===== config.mk =====
export PLATFORM = sky130hd
export DESIGN_NAME = solver_control
export DESIGN_NICKNAME = d
export VERILOG_FILES = /design/src/rtl/solver_pkg.sv /design/src/rtl/limb_sequencer.sv /design/src/rtl/solver_control.sv
export SDC_FILE = /design/constraint.sdc
export NUM_CORES = 1
export LEC_CHECK = 0
export CAP_MARGIN = 30
export CORE_UTILIZATION = 30
export CTS_CLUSTER_SIZE = 30
export DETAILED_ROUTE_END_ITERATION = 10
export SLEW_MARGIN = 25
export SYNTH_ARGS = -nofsm -noshare
export SYNTH_HDL_FRONTEND = slang
export SYNTH_HIERARCHICAL = 1
export SYNTH_SLANG_ARGS = --single-unit

===== constraint.sdc =====
create_clock -name clock -period 8.4 [get_ports clock]
set_clock_uncertainty 0.1 [all_clocks]
set_input_delay 2.52 -clock clock [delete_from_list [all_inputs] [get_ports clock]]
set_output_delay 2.52 -clock clock [all_outputs]
set_load 0.05 [all_outputs]

===== src/rtl/solver_pkg.sv =====
// Shared definitions for the escape-time solver control slice.
//   state_t          : controller state encoding (IDLE, LOAD, SWEEP, CHECK, DONE)
//   ITER_BITS        : width of the iteration limit / iteration count
//   NUM_LIMBS_RESET  : reset value of the limb-count setting
//   ITER_LIM_RESET   : reset value of the iteration-limit setting
package solver_pkg;

  typedef enum logic [2:0] {
    ST_IDLE,
    ST_LOAD,
    ST_SWEEP,
    ST_CHECK,
    ST_DONE
  } state_t;

  localparam int unsigned ITER_BITS       = 16;
  localparam int unsigned NUM_LIMBS_RESET = 1;
  localparam logic [ITER_BITS-1:0] ITER_LIM_RESET = '0;

endpackage


===== src/rtl/limb_sequencer.sv =====
// Limb index generator for one solver iteration.
//   clock, reset   : rising-edge clock, asynchronous active-low reset
//   clear          : force the limb index back to 0
//   enable         : a sweep is in progress; present and advance the index
//   num_limbs_eff  : number of limbs per sweep (always >= 1)
//   limb_valid     : index is presented this cycle
//   limb_idx       : current limb index
//   first_limb     : limb 0 is presented
//   last_limb      : limb num_limbs_eff-1 is presented
module limb_sequencer #(
  parameter int unsigned LIMB_INDEX_BITS = 6
) (
  input  logic                       clock,
  input  logic                       reset,
  input  logic                       clear,
  input  logic                       enable,
  input  logic [LIMB_INDEX_BITS-1:0] num_limbs_eff,
  output logic                       limb_valid,
  output logic [LIMB_INDEX_BITS-1:0] limb_idx,
  output logic                       first_limb,
  output logic                       last_limb
);

  logic [LIMB_INDEX_BITS-1:0] last_idx;

  assign last_idx   = num_limbs_eff - LIMB_INDEX_BITS'(1);
  assign limb_valid = enable;
  assign first_limb = enable && (limb_idx == '0);
  assign last_limb  = enable && (limb_idx == last_idx);

  // The index wraps to 0 after the last limb so the next sweep starts
  // cleanly even without an explicit clear.
  always_ff @(posedge clock or negedge reset) begin
    if (!reset) begin
      limb_idx <= '0;
    end else if (clear) begin
      limb_idx <= '0;
    end else if (enable) begin
      if (limb_idx == last_idx) begin
        limb_idx <= '0;
      end else begin
        limb_idx <= limb_idx + LIMB_INDEX_BITS'(1);
      end
    end
  end

endmodule


===== src/rtl/solver_control.sv =====
// Sequencing controller for the multi-limb fixed-point escape-time solver.
// Holds the limb-count and iteration-limit settings, steps the datapath
// through iterations (one limb index per cycle, then a divergence check)
// and reports the iteration count and escape status.
//   clock, reset            : rising-edge clock, asynchronous active-low reset
//   wr_num_limbs_en/_data   : limb-count write (accepted in IDLE only)
//   wr_iter_lim_en/_data    : iteration-limit write (accepted in IDLE only)
//   start                   : begin a solve (sampled in IDLE)
//   diverged                : datapath escape flag (sampled in CHECK)
//   abort                   : return to IDLE without done (only with
//                             SOLVER_CONTROL_ABORT_EN defined)
//   busy, load_en, limb_valid, limb_idx, first_limb, last_limb, check, done
//                           : sequencing outputs decoded from registered state
//   escaped, iterations     : registered solve result
// Optional feature macro: SOLVER_CONTROL_ABORT_EN
module solver_control
  import solver_pkg::*;
#(
  parameter int unsigned LIMB_INDEX_BITS = 6
) (
  input  logic                       clock,
  input  logic                       reset,
  input  logic                       wr_num_limbs_en,
  input  logic [LIMB_INDEX_BITS-1:0] num_limbs_data,
  input  logic                       wr_iter_lim_en,
  input  logic [ITER_BITS-1:0]       iter_lim_data,
  input  logic                       start,
  input  logic                       diverged,
`ifdef SOLVER_CONTROL_ABORT_EN
  input  logic                       abort,
`endif
  output logic                       busy,
  output logic                       load_en,
  output logic                       limb_valid,
  output logic [LIMB_INDEX_BITS-1:0] limb_idx,
  output logic                       first_limb,
  output logic                       last_limb,
  output logic                       check,
  output logic                       done,
  output logic                       escaped,
  output logic [ITER_BITS-1:0]       iterations
);

  state_t                     state;
  logic [LIMB_INDEX_BITS-1:0] num_limbs;
  logic [LIMB_INDEX_BITS-1:0] num_limbs_eff;
  logic [ITER_BITS-1:0]       iter_lim;
  logic [ITER_BITS-1:0]       iter_count;
  logic [ITER_BITS-1:0]       iter_next;
  logic                       seq_clear;
  logic                       seq_last;
  logic                       abort_req;

`ifdef SOLVER_CONTROL_ABORT_EN
  assign abort_req = abort;
`else
  assign abort_req = 1'b0;
`endif

  assign num_limbs_eff = (num_limbs == '0) ? LIMB_INDEX_BITS'(1) : num_limbs;

  // iter_count stays below iter_lim, so the increment cannot wrap.
  assign iter_next = iter_count + ITER_BITS'(1);

  assign busy      = (state != ST_IDLE);
  assign load_en   = (state == ST_LOAD);
  assign check     = (state == ST_CHECK);
  assign done      = (state == ST_DONE);
  assign seq_clear = (state == ST_LOAD) || (state == ST_CHECK);

  limb_sequencer #(
    .LIMB_INDEX_BITS(LIMB_INDEX_BITS)
  ) u_limb_sequencer (
    .clock        (clock),
    .reset        (reset),
    .clear        (seq_clear),
    .enable       (state == ST_SWEEP),
    .num_limbs_eff(num_limbs_eff),
    .limb_valid   (limb_valid),
    .limb_idx     (limb_idx),
    .first_limb   (first_limb),
    .last_limb    (seq_last)
  );

  assign last_limb = seq_last;

  // Results are cleared on the IDLE->LOAD transition so that an abort at
  // any later point still leaves them cleared.
  always_ff @(posedge clock or negedge reset) begin
    if (!reset) begin
      state      <= ST_IDLE;
      num_limbs  <= LIMB_INDEX_BITS'(NUM_LIMBS_RESET);
      iter_lim   <= ITER_LIM_RESET;
      iter_count <= '0;
      iterations <= '0;
      escaped    <= 1'b0;
    end else if (abort_req && (state != ST_IDLE)) begin
      state <= ST_IDLE;
    end else begin
      case (state)
        ST_IDLE: begin
          if (wr_num_limbs_en) num_limbs <= num_limbs_data;
          if (wr_iter_lim_en)  iter_lim  <= iter_lim_data;
          if (start) begin
            state      <= ST_LOAD;
            iter_count <= '0;
            iterations <= '0;
            escaped    <= 1'b0;
          end
        end
        ST_LOAD: begin
          iter_count <= '0;
          state      <= (iter_lim == '0) ? ST_DONE : ST_SWEEP;
        end
        ST_SWEEP: begin
          if (seq_last) state <= ST_CHECK;
        end
        ST_CHECK: begin
          if (diverged) begin
            iterations <= iter_next;
            escaped    <= 1'b1;
            state      <= ST_DONE;
          end else if (iter_next == iter_lim) begin
            iterations <= iter_lim;
            escaped    <= 1'b0;
            state      <= ST_DONE;
          end else begin
            iter_count <= iter_next;
            state      <= ST_SWEEP;
          end
        end
        ST_DONE: begin
          state <= ST_IDLE;
        end
        default: begin
          state <= ST_IDLE;
        end
      endcase
    end
  end

endmodule


Yosys cells after proc, flatten, opt, wreduce, memory -nomap -nowiden

Index checks and enable logic that the tools add are counted.

Add/sub/neg operators: 3
Eq/ne operators: 11
Muxes and demuxes: 21
Reduce and logical (&&, ||, !) cells: 16

Operators by type and width:

| kind                                              | count |
|---|---|
| 2-to-1 mux 16 bit                                 | 5 |
| one-hot mux 16 bit (3 select lines)               | 1 |
| one-hot mux 16 bit (2 select lines)               | 1 |
| 2-to-1 mux 6 bit                                  | 4 |
| adder 16 x 1 -> 16 bit (second input constant)    | 1 |
| == test 16 bit                                    | 1 |
| zero test 16 bit                                  | 1 |
| 2-to-1 mux 3 bit                                  | 5 |
| zero test 6 bit                                   | 2 |
| one-hot mux 3 bit (4 select lines)                | 1 |
| != test 2 bit (second input constant)             | 4 |
| adder 6 x 1 -> 6 bit (second input constant)      | 1 |
| == test 3 x 2 -> 1 bit (second input constant)    | 2 |
| == test 6 bit                                     | 1 |
| AND reduction 2 bit                               | 3 |
| nonzero test 3 bit                                | 2 |
| subtractor 6 x 1 -> 6 bit (second input constant) | 1 |
| AND reduction 4 bit                               | 1 |
| nonzero test 2 bit                                | 2 |
| == test 3 x 1 -> 1 bit (second input constant)    | 1 |
| == test 3 bit (second input constant)             | 1 |
| zero test 3 bit                                   | 1 |
| 2-to-1 mux 1 bit                                  | 3 |
| != test 3 x 2 -> 1 bit (second input constant)    | 1 |
| 4 further kinds                                   | 5 |

Flip-flop bits (word level): 64
Output and inout bits: 30

Longest topological paths before layout

Word-level depth: 7
Mapped depth: 11

Hierarchy

The synthesis kept the hierarchy.

By module, submodules not included:

| module         | times used | cells an instance | area an instance (µm²) | seq. area each (µm²) |
|---|---|---|---|---|
| solver_control | 1          | 357               | 3622.2                 | 1452.6 |
| limb_sequencer | 1          | 75                | 616.8                  | 150.1 |

Worst setup path before layout

OpenSTA, ideal clock, no wires.

Kind: register -> output
Start point: register state[1]
End point: output first_limb
Arrival time: 2.874 ns
Required time: 5.780 ns
Slack: 2.906 ns
Stages on the path, launching flop included: 6
Buffers on the path: 2
Cell sequence: dfrtp_1 clkbuf_1 nor3b_1 buf_2 or4b_2 nor3b_1

Word-level cells in the longest chain between the ends: 2

Ends and longest elaborated chain:

| what                   | RTL line              | text |
|---|---|---|
| from (decl)            | solver_control.sv:44  | `state_t state;` |
| from (signal assigned) | solver_control.sv:113 | `state <= (iter_lim == '0) ? ST_DONE : ST_SWEEP;` |
| == test 3 x 2 -> 1 bit | solver_control.sv:77  | `.enable (state == ST_SWEEP),` |
| logical AND 1 bit      | limb_sequencer.sv:28  | `assign first_limb = enable && (limb_idx == '0);` |
| to (decl)              | solver_control.sv:36  | `output logic first_limb,` |

Every way passes these cells.

Worst setup path in the final report

Start point: register num_limbs[2]
End point: output last_limb

Word-level cells in the longest chain between the ends: 5

Ends and longest elaborated chain:

| what                       | RTL line              | text |
|---|---|---|
| from (decl)                | solver_control.sv:45  | `logic [LIMB_INDEX_BITS-1:0] num_limbs;` |
| from (signal assigned)     | solver_control.sv:92  | `num_limbs <= LIMB_INDEX_BITS'(NUM_LIMBS_RESET);` |
| from (signal assigned)     | solver_control.sv:102 | `if (wr_num_limbs_en) num_limbs <= num_limbs_data;` |
| zero test 6 bit            | solver_control.sv:60  | `assign num_limbs_eff = (num_limbs == '0) ? LIMB_INDEX_BITS'(1) : num_limbs;` |
| 2-to-1 mux 6 bit           | solver_control.sv:60  |  |
| named net num_limbs_eff[0] | solver_control.sv:46  | `logic [LIMB_INDEX_BITS-1:0] num_limbs_eff;` |
| subtractor 6 x 1 -> 6 bit  | limb_sequencer.sv:26  | `assign last_idx = num_limbs_eff - LIMB_INDEX_BITS'(1);` |
| == test 6 bit              | limb_sequencer.sv:29  | `assign last_limb = enable && (limb_idx == last_idx);` |
| logical AND 1 bit          | limb_sequencer.sv:29  |  |
| to (decl)                  | solver_control.sv:37  | `output logic last_limb,` |

The timed path passes the listed nets, and every way through them passes these cells.

==> key figures <==
Power and ir drop
  • Pwr/cell area: roughly 330 nW/um^2
  • VDD IR max: between 0.0001 and 0.00015 V
  • Sw Pwr: 726.5 uW
  • Sw Ratio: between 40% and 50%
  • P_int: roughly 950 uW
  • Sequential group share of total power: approximately a third
  • Comb pwr share: between 40% and 50%
  • Clock group share of total power: approximately 22%
  • Tot Pwr: about 1.7 mW
  • Lkg Pwr: just over 2 nW

GRT
  • Initial antenna violation count: 0
  • Overall global routing resource usage: approximately 16%
  • Largest net degree at the start of global routing: 65
  • GRT overflow: 0
  • First-pass GRT wire length: approximately 18000 um
  • Vias in the first global route: around 3500

Synthesis
  • Synth warn: 6
  • Syn Area/Cell: a little under 10 sq um
  • Post-Synth Simple-Gate Area: 20.87%
  • Sequential share of the synthesized area: a little under two fifths
  • Dominant combinational cell family by area after synthesis: simple AND/OR/NAND/NOR gates
  • Post-synthesis compound-gate area fraction: 16.79%
  • Synth Area in Adders: around 1.4%
  • Yosys top cell by area: dfrtp_1
  • Most used flip-flop cell after synthesis: dfrtp_1
  • Synth area leaders: dfrtp_1, mux2_2, mux2i_1
  • #FFs+latches synth: 64
  • Area fraction of the dominant cell type after synthesis: ~37%
  • Cell count after synthesis: about 430
  • Mux cell area share after synthesis: 11.30%
  • Xor-xnor portion of the synthesized cell area: 6.051%
  • Synthesized Nets: approximately 460
  • Cell area after synthesis: around 4200 sq um
  • Post-synth EDFFs: 0
  • Synth cell types: 80
  • Post-synth ARST share: 100.0%

STA
  • Rel. slew slack: 32.05%
  • Max Slew Vio Count: 0
  • Period utilization: between 70% and 80%
  • Hold_ws: roughly 0.41 ns
  • RSZ-0062 raised after global routing: no
  • F_max: roughly 160 MHz
  • Final hold vios: 0
  • Slew @ Worst Pin: approximately 1 ns
  • Final Setup Violations: 0
  • Period minus WS final: about 6.4 ns
  • Setup TNS: 0 ns

Floorplan
  • IO Pins: a little under 60
  • Core Box Area: roughly 14000 sq um
  • Chip width: around 120 um
  • Row cnt: between 40 and 50
  • Chip Height: between 100 and 150 um
  • Starting Density: between 30% and 40%
  • DIE AREA: about 15000 sq um

Placement
  • Port buffer count: between 50 and 60
  • Post-DP HPWL: 8017 um
  • Placer Congestion: 0.9279

Route
  • # DRC: 0
  • Via count: roughly 3400
  • Wirelength per Cell: about 17 um
  • ANT nets after route: 0
  • DRT Pass-1 Iters: 6
  • Met3 WL: ~430 um
  • DR vias/cell: 5.216
  • Highest routed layer: met4
  • WL met2: about 5600 um
  • DRT Wirelength: around 11000 um
  • 1st-iter DRT viols: 283
  • Met1 WL: approximately 4700 um

Clocking
  • Clock-pin slew on the worst setup and hold paths: around 0.05 ns
  • Clk_lat worst skew: around 0.33 ns
  • TritonCTS clock tree: done
  • Longest Clk Path Bufs: 2
  • CTS sink cnt: between 60 and 70
  • Postcts setup bufs: 0
  • Root buf cell: clkbuf_16
  • Total CTS buffers: 9
  • H-tree levels: 3
  • Post-CTS Resized: 0
  • CTS Hold Bufs: 0

Worst setup path
  • Kind of critical path: flip-flop to output port
  • Max FO, Critical Path: 8
  • Critical Path RT: approximately 5.8 ns
  • Critical Path AT: around 3.8 ns
  • CP Capture Type: output port
  • CP Launch Type: flip-flop

Layout
  • Ratio of cells with drive above 1 in the final layout: between 10% and 20%
  • Nets@finish: around 500
  • Ant diodes: 0
  • Area Growth Syn to Fin: 21.37%
  • # fillers: between 1000 and 1500

Outcome
  • Status: completed

Hold path
  • Worst min-delay path category: flip-flop to flip-flop

Job
  • Max Cap Viol: 0
-- sequential cells by signal (all words and copies together) (netlist names) --
signal and count:
num_limbs 6, u_limb_sequencer/limb_idx 6, escaped 1, iter_lim 16, iter_count 16, state 3, iterations 16
-- cell type report --
class | count | area, sq um | area share, %
Clock inverter | 4 | 45.04 | 0.8755
Multi-Input combinational cell | 321 | 2404 | 46.72
Inverter | 13 | 48.80 | 0.9484
Timing Repair Buffer | 58 | 573.1 | 11.14
Sequential cell | 64 | 1603 | 31.15
Tap cell | 180 | 225.2 | 4.377
Clock buffer | 12 | 246.5 | 4.791
-- cells in the mapped netlist, types with 6 or more instances --
| cell type | count |
|---|---|
| inv_1 | 13 |
| buf_2 | 7 |
| nor4_1 | 8 |
| nand4_1 | 7 |
| dfrtp_1 | 63 |
| xnor2_1 | 14 |
| mux2i_1 | 22 |
| o21ai_0 | 8 |
| nand2b_1 | 10 |
| nand2_1 | 44 |
| clkbuf_1 | 14 |
| mux2_2 | 23 |
| nor2_1 | 29 |
| a21o_1 | 8 |
| buf_4 | 6 |
| nand3_1 | 8 |
| a21oi_1 | 22 |
| xor2_1 | 10 |
| nor3_1 | 7 |
-- cell families (layout without fill, tap and decap cells) --
logic type,Yosys count,count (layout)
DFF,64,64
and+or+nand+nor,158,158
buffers and inverters,47,87
xor gates and xnor gates,26,26
muxes,45,45
AOI/OAI and AO/OA,87,87
adders and majority gates,5,5
-- critical path, stage by stage (launching register included) --
cell             delay [ns]
dfrtp_1                0.47
or4_1                  0.53
o21bai_1               0.30
inv_1                  0.08
ha_1                   0.32
xor2_1                 0.15
nand2_1                0.11
a2111oi_4              0.47
and3_1                 0.26
clkdlybuf4s50_1        0.82
-- power by group through the flow --
stage	Combinational [mW]	Sequential, mW	Clock, mW
2_1_floorplan	0.505	0.592	0
3_3_place_gp	0.740	0.550	0
3_5_place_dp	0.755	0.555	0
4_1_cts	0.758	0.550	0.376
5_1_grt	0.816	0.569	0.393
6_report	0.757	0.554	0.368
-- layer usage --
metal  global-route usage, %  vias up
met1                   18.48     1668
met2                   27.96       88
met3                   2.820       26
met5                       0        -
met4                   7.022        0
li1                        -     1619
-- worst paths after layout --
check	start	end	slack [ns]	cells past startpoint
max reg2reg	iter_count[0]	iter_count[6]	4.36	9
min	iter_count[15]	iter_count[15]	0.41	1
max	num_limbs[2]	last_limb	1.95	9
min reg2reg	iter_count[15]	iter_count[15]	0.41	1
max in group asynchronous	reset	state[1]	5.38	2
min in group asynchronous	reset	iterations[4]	2.27	2
-- cells in the final DEF, fill, tap and decap left out, drive strengths merged, types with 3 or more instances in the layout --
cell and instances:
a21bo 3, a21o 9, a21oi 23, a31o 3, a31oi 6, and2 5
and3 5, clkbuf 12, clkdlybuf4s50 56, clkinv 3, dfrtp 63, ha 4
inv 13, mux2 23, mux2i 22, nand2 44, nand2b 10, nand3 12
nand3b 3, nand4 7, nor2 30, nor3 9, nor3b 4, nor4 8
o211ai 5, o21ai 11, or2 4, or3 5, or4 4, xnor2 14
xor2 10
-- through the flow --
stage	util, %	instances	cell area, sq um	setup WS, ns
CTS	37.16	652	5139	1.937
finish	37.21	652	5145	1.951
global route	37.21	652	5145	1.786
floorplan	-	432	4239	2.906
global placement	35.06	636	4847	2.374
detailed placement	35.06	636	4847	2.305
Power figures use the tool's default switching activity.
==> patch, RTL diff (same flow settings) <==
`LIMB_INDEX_BITS` is set to 6 in 2 places; all go to 4.
--- a/src/rtl/limb_sequencer.sv
+++ b/src/rtl/limb_sequencer.sv
@@ -8,7 +8,7 @@
 //   first_limb     : limb 0 is presented
 //   last_limb      : limb num_limbs_eff-1 is presented
 module limb_sequencer #(
-  parameter int unsigned LIMB_INDEX_BITS = 6
+  parameter int unsigned LIMB_INDEX_BITS = 4
 ) (
   input  logic                       clock,
   input  logic                       reset,
--- a/src/rtl/solver_control.sv
+++ b/src/rtl/solver_control.sv
@@ -16,7 +16,7 @@
 module solver_control
   import solver_pkg::*;
 #(
-  parameter int unsigned LIMB_INDEX_BITS = 6
+  parameter int unsigned LIMB_INDEX_BITS = 4
 ) (
   input  logic                       clock,
   input  logic                       reset,
Ports: changed (resized limb_idx and num_limbs_data); port bits go from 58 to 54. The function was not compared with the original's and may differ.
==> patch against the original RTL <==
  * Routed wire length down 11%
  * Area after synthesis down 10%
  * Power is 9.3% lower
  * Clock power is 9.0% lower
  * Hold slack gained 0.015 ns
  * First-iteration DRC count down 42%
  * Non-clock buffer count fell by 2
  * Register-to-register slack got worse by 0.28 ns
  * Setup slack improved by 0.83 ns
  * Sequential cell count fell by 4
  * Largest power group unchanged
  * Cell area shrank 9.0%
  * Global-route usage up 0.51 points
  * Final cell count down 8.3%
==> patch: results (changes against the original RTL) <==
- Power Combinational: 0.680 mW (-10%)
- Drt pass-1 iters: 4 (-2)
- Final Power: 1.523 mW (-9.3%)
- Layout cells sized above 1: 13.49% (-2.0 points)
- Post-synth top cells: 59 x dfrtp_1, 38 x nand2_1, 24 x mux2i_1
- Global Route met1 Usage: 22.30% (+3.8 points)
- Hpwl dp: 7121 um (-11%)
- Met3 WL: 525 um (+22%)
- Seq/Total Area, Yosys: 39.38% (+1.6 points)
- Global-route wire length before repair: 16,410 um (-7.8%)
- Met2 WL: 4446 um (-20%)
- Final #Nets: 456 (-8.6%)
- Mapped Nets: 423 (-8.8%)
- FILL cells: 1,259 (-5.3%)
- Placed cells: 582 (-8.5%)
- Leak Pwr: 1.839 nW (-11%)
- Avg Cell Area, Syn: 9.710 um2 (-1.0%)
- GRT Total Usage: 16.30% (+0.51 points)
- M1 wire length: 4566 um (-2.8%)
- Status: finished clean
- Met2 Use GR: 24.48% (-3.5 points)
- Crit path DAT: 3.00 ns (-0.83 ns)
- Peak VDD IR: 0.1766 mV (+63%)
- Vias in the first global route: 3,159 (-8.5%)
- Wire length per cell: 16.27 um (-3.5%)
- Crit-path max FO: 4 (-4)
- Int Pwr: 0.8770 mW (-8.0%)
patch: cell count changes in the layout (fill, tap and decap cells not counted), moves of 6 or more:
cell | unedited run | this run
nor3b_1 | 3 | 9
nor2_1 | 29 | 19
xnor2_1 | 14 | 20
nor2b_1 | 2 | 8
nand2_1 | 44 | 38
patch: stage by stage:
| stage | hold WS [ns] | setup slack, ns |
|---|---|---|
| after floorplan | 0.3684 | 3.817 |
| after global placement | 0.3886 | 3.183 |
| after detailed placement | 0.4165 | 3.072 |
| after CTS | 0.4250 | 2.773 |
| after global routing | 0.4383 | 2.645 |
| final | 0.4277 | 2.778 |
patch: worst paths after layout:
kind	start	to	slack [ns]	cells past startpoint
max	num_limbs[1]	last_limb	2.78	8
min	state[0]	state[0]	0.43	1
max reg2reg	iter_count[0]	iter_count[0]	4.08	9
min reg2reg	state[0]	state[0]	0.43	1
max in group asynchronous	reset	iterations[4]	5.43	2
min in group asynchronous	reset	num_limbs[1]	2.25	2
patch: cells by family after synthesis:
| kind of cell | share of synthesized area, % |
|---|---|
| multiplexers | 11.90 |
| adder cells (fa/ha/maj) | 1.312 |
| flip-flops | 39.38 |
| buffers and inverters | 5.541 |
| AND/OR/NAND/NOR | 21.84 |
| XOR/XNOR | 6.557 |
| AO/OA/AOI/OAI | 13.48 |
patch: worst max-delay path, delay by kind of cell (launching register included):
| kind | cells | cell delay, ns |
|---|---|---|
| and+or+nand+nor | 4 | 0.95 |
| buffers and inverters | 2 | 0.86 |
| adders and majority gates | 1 | 0.29 |
| xor gates and xnor gates | 1 | 0.16 |
| DFF | 1 | 0.40 |
patch: area by class of cell:
class	count	share of cell area [%]
Sequential cell	60	32.10
Clock buffer	13	5.559
Timing Repair Buffer	56	11.87
Clock inverter	2	0.2138
Multi-Input combinational cell	290	45.06
Inverter	9	0.7215
Tap cell	168	4.490
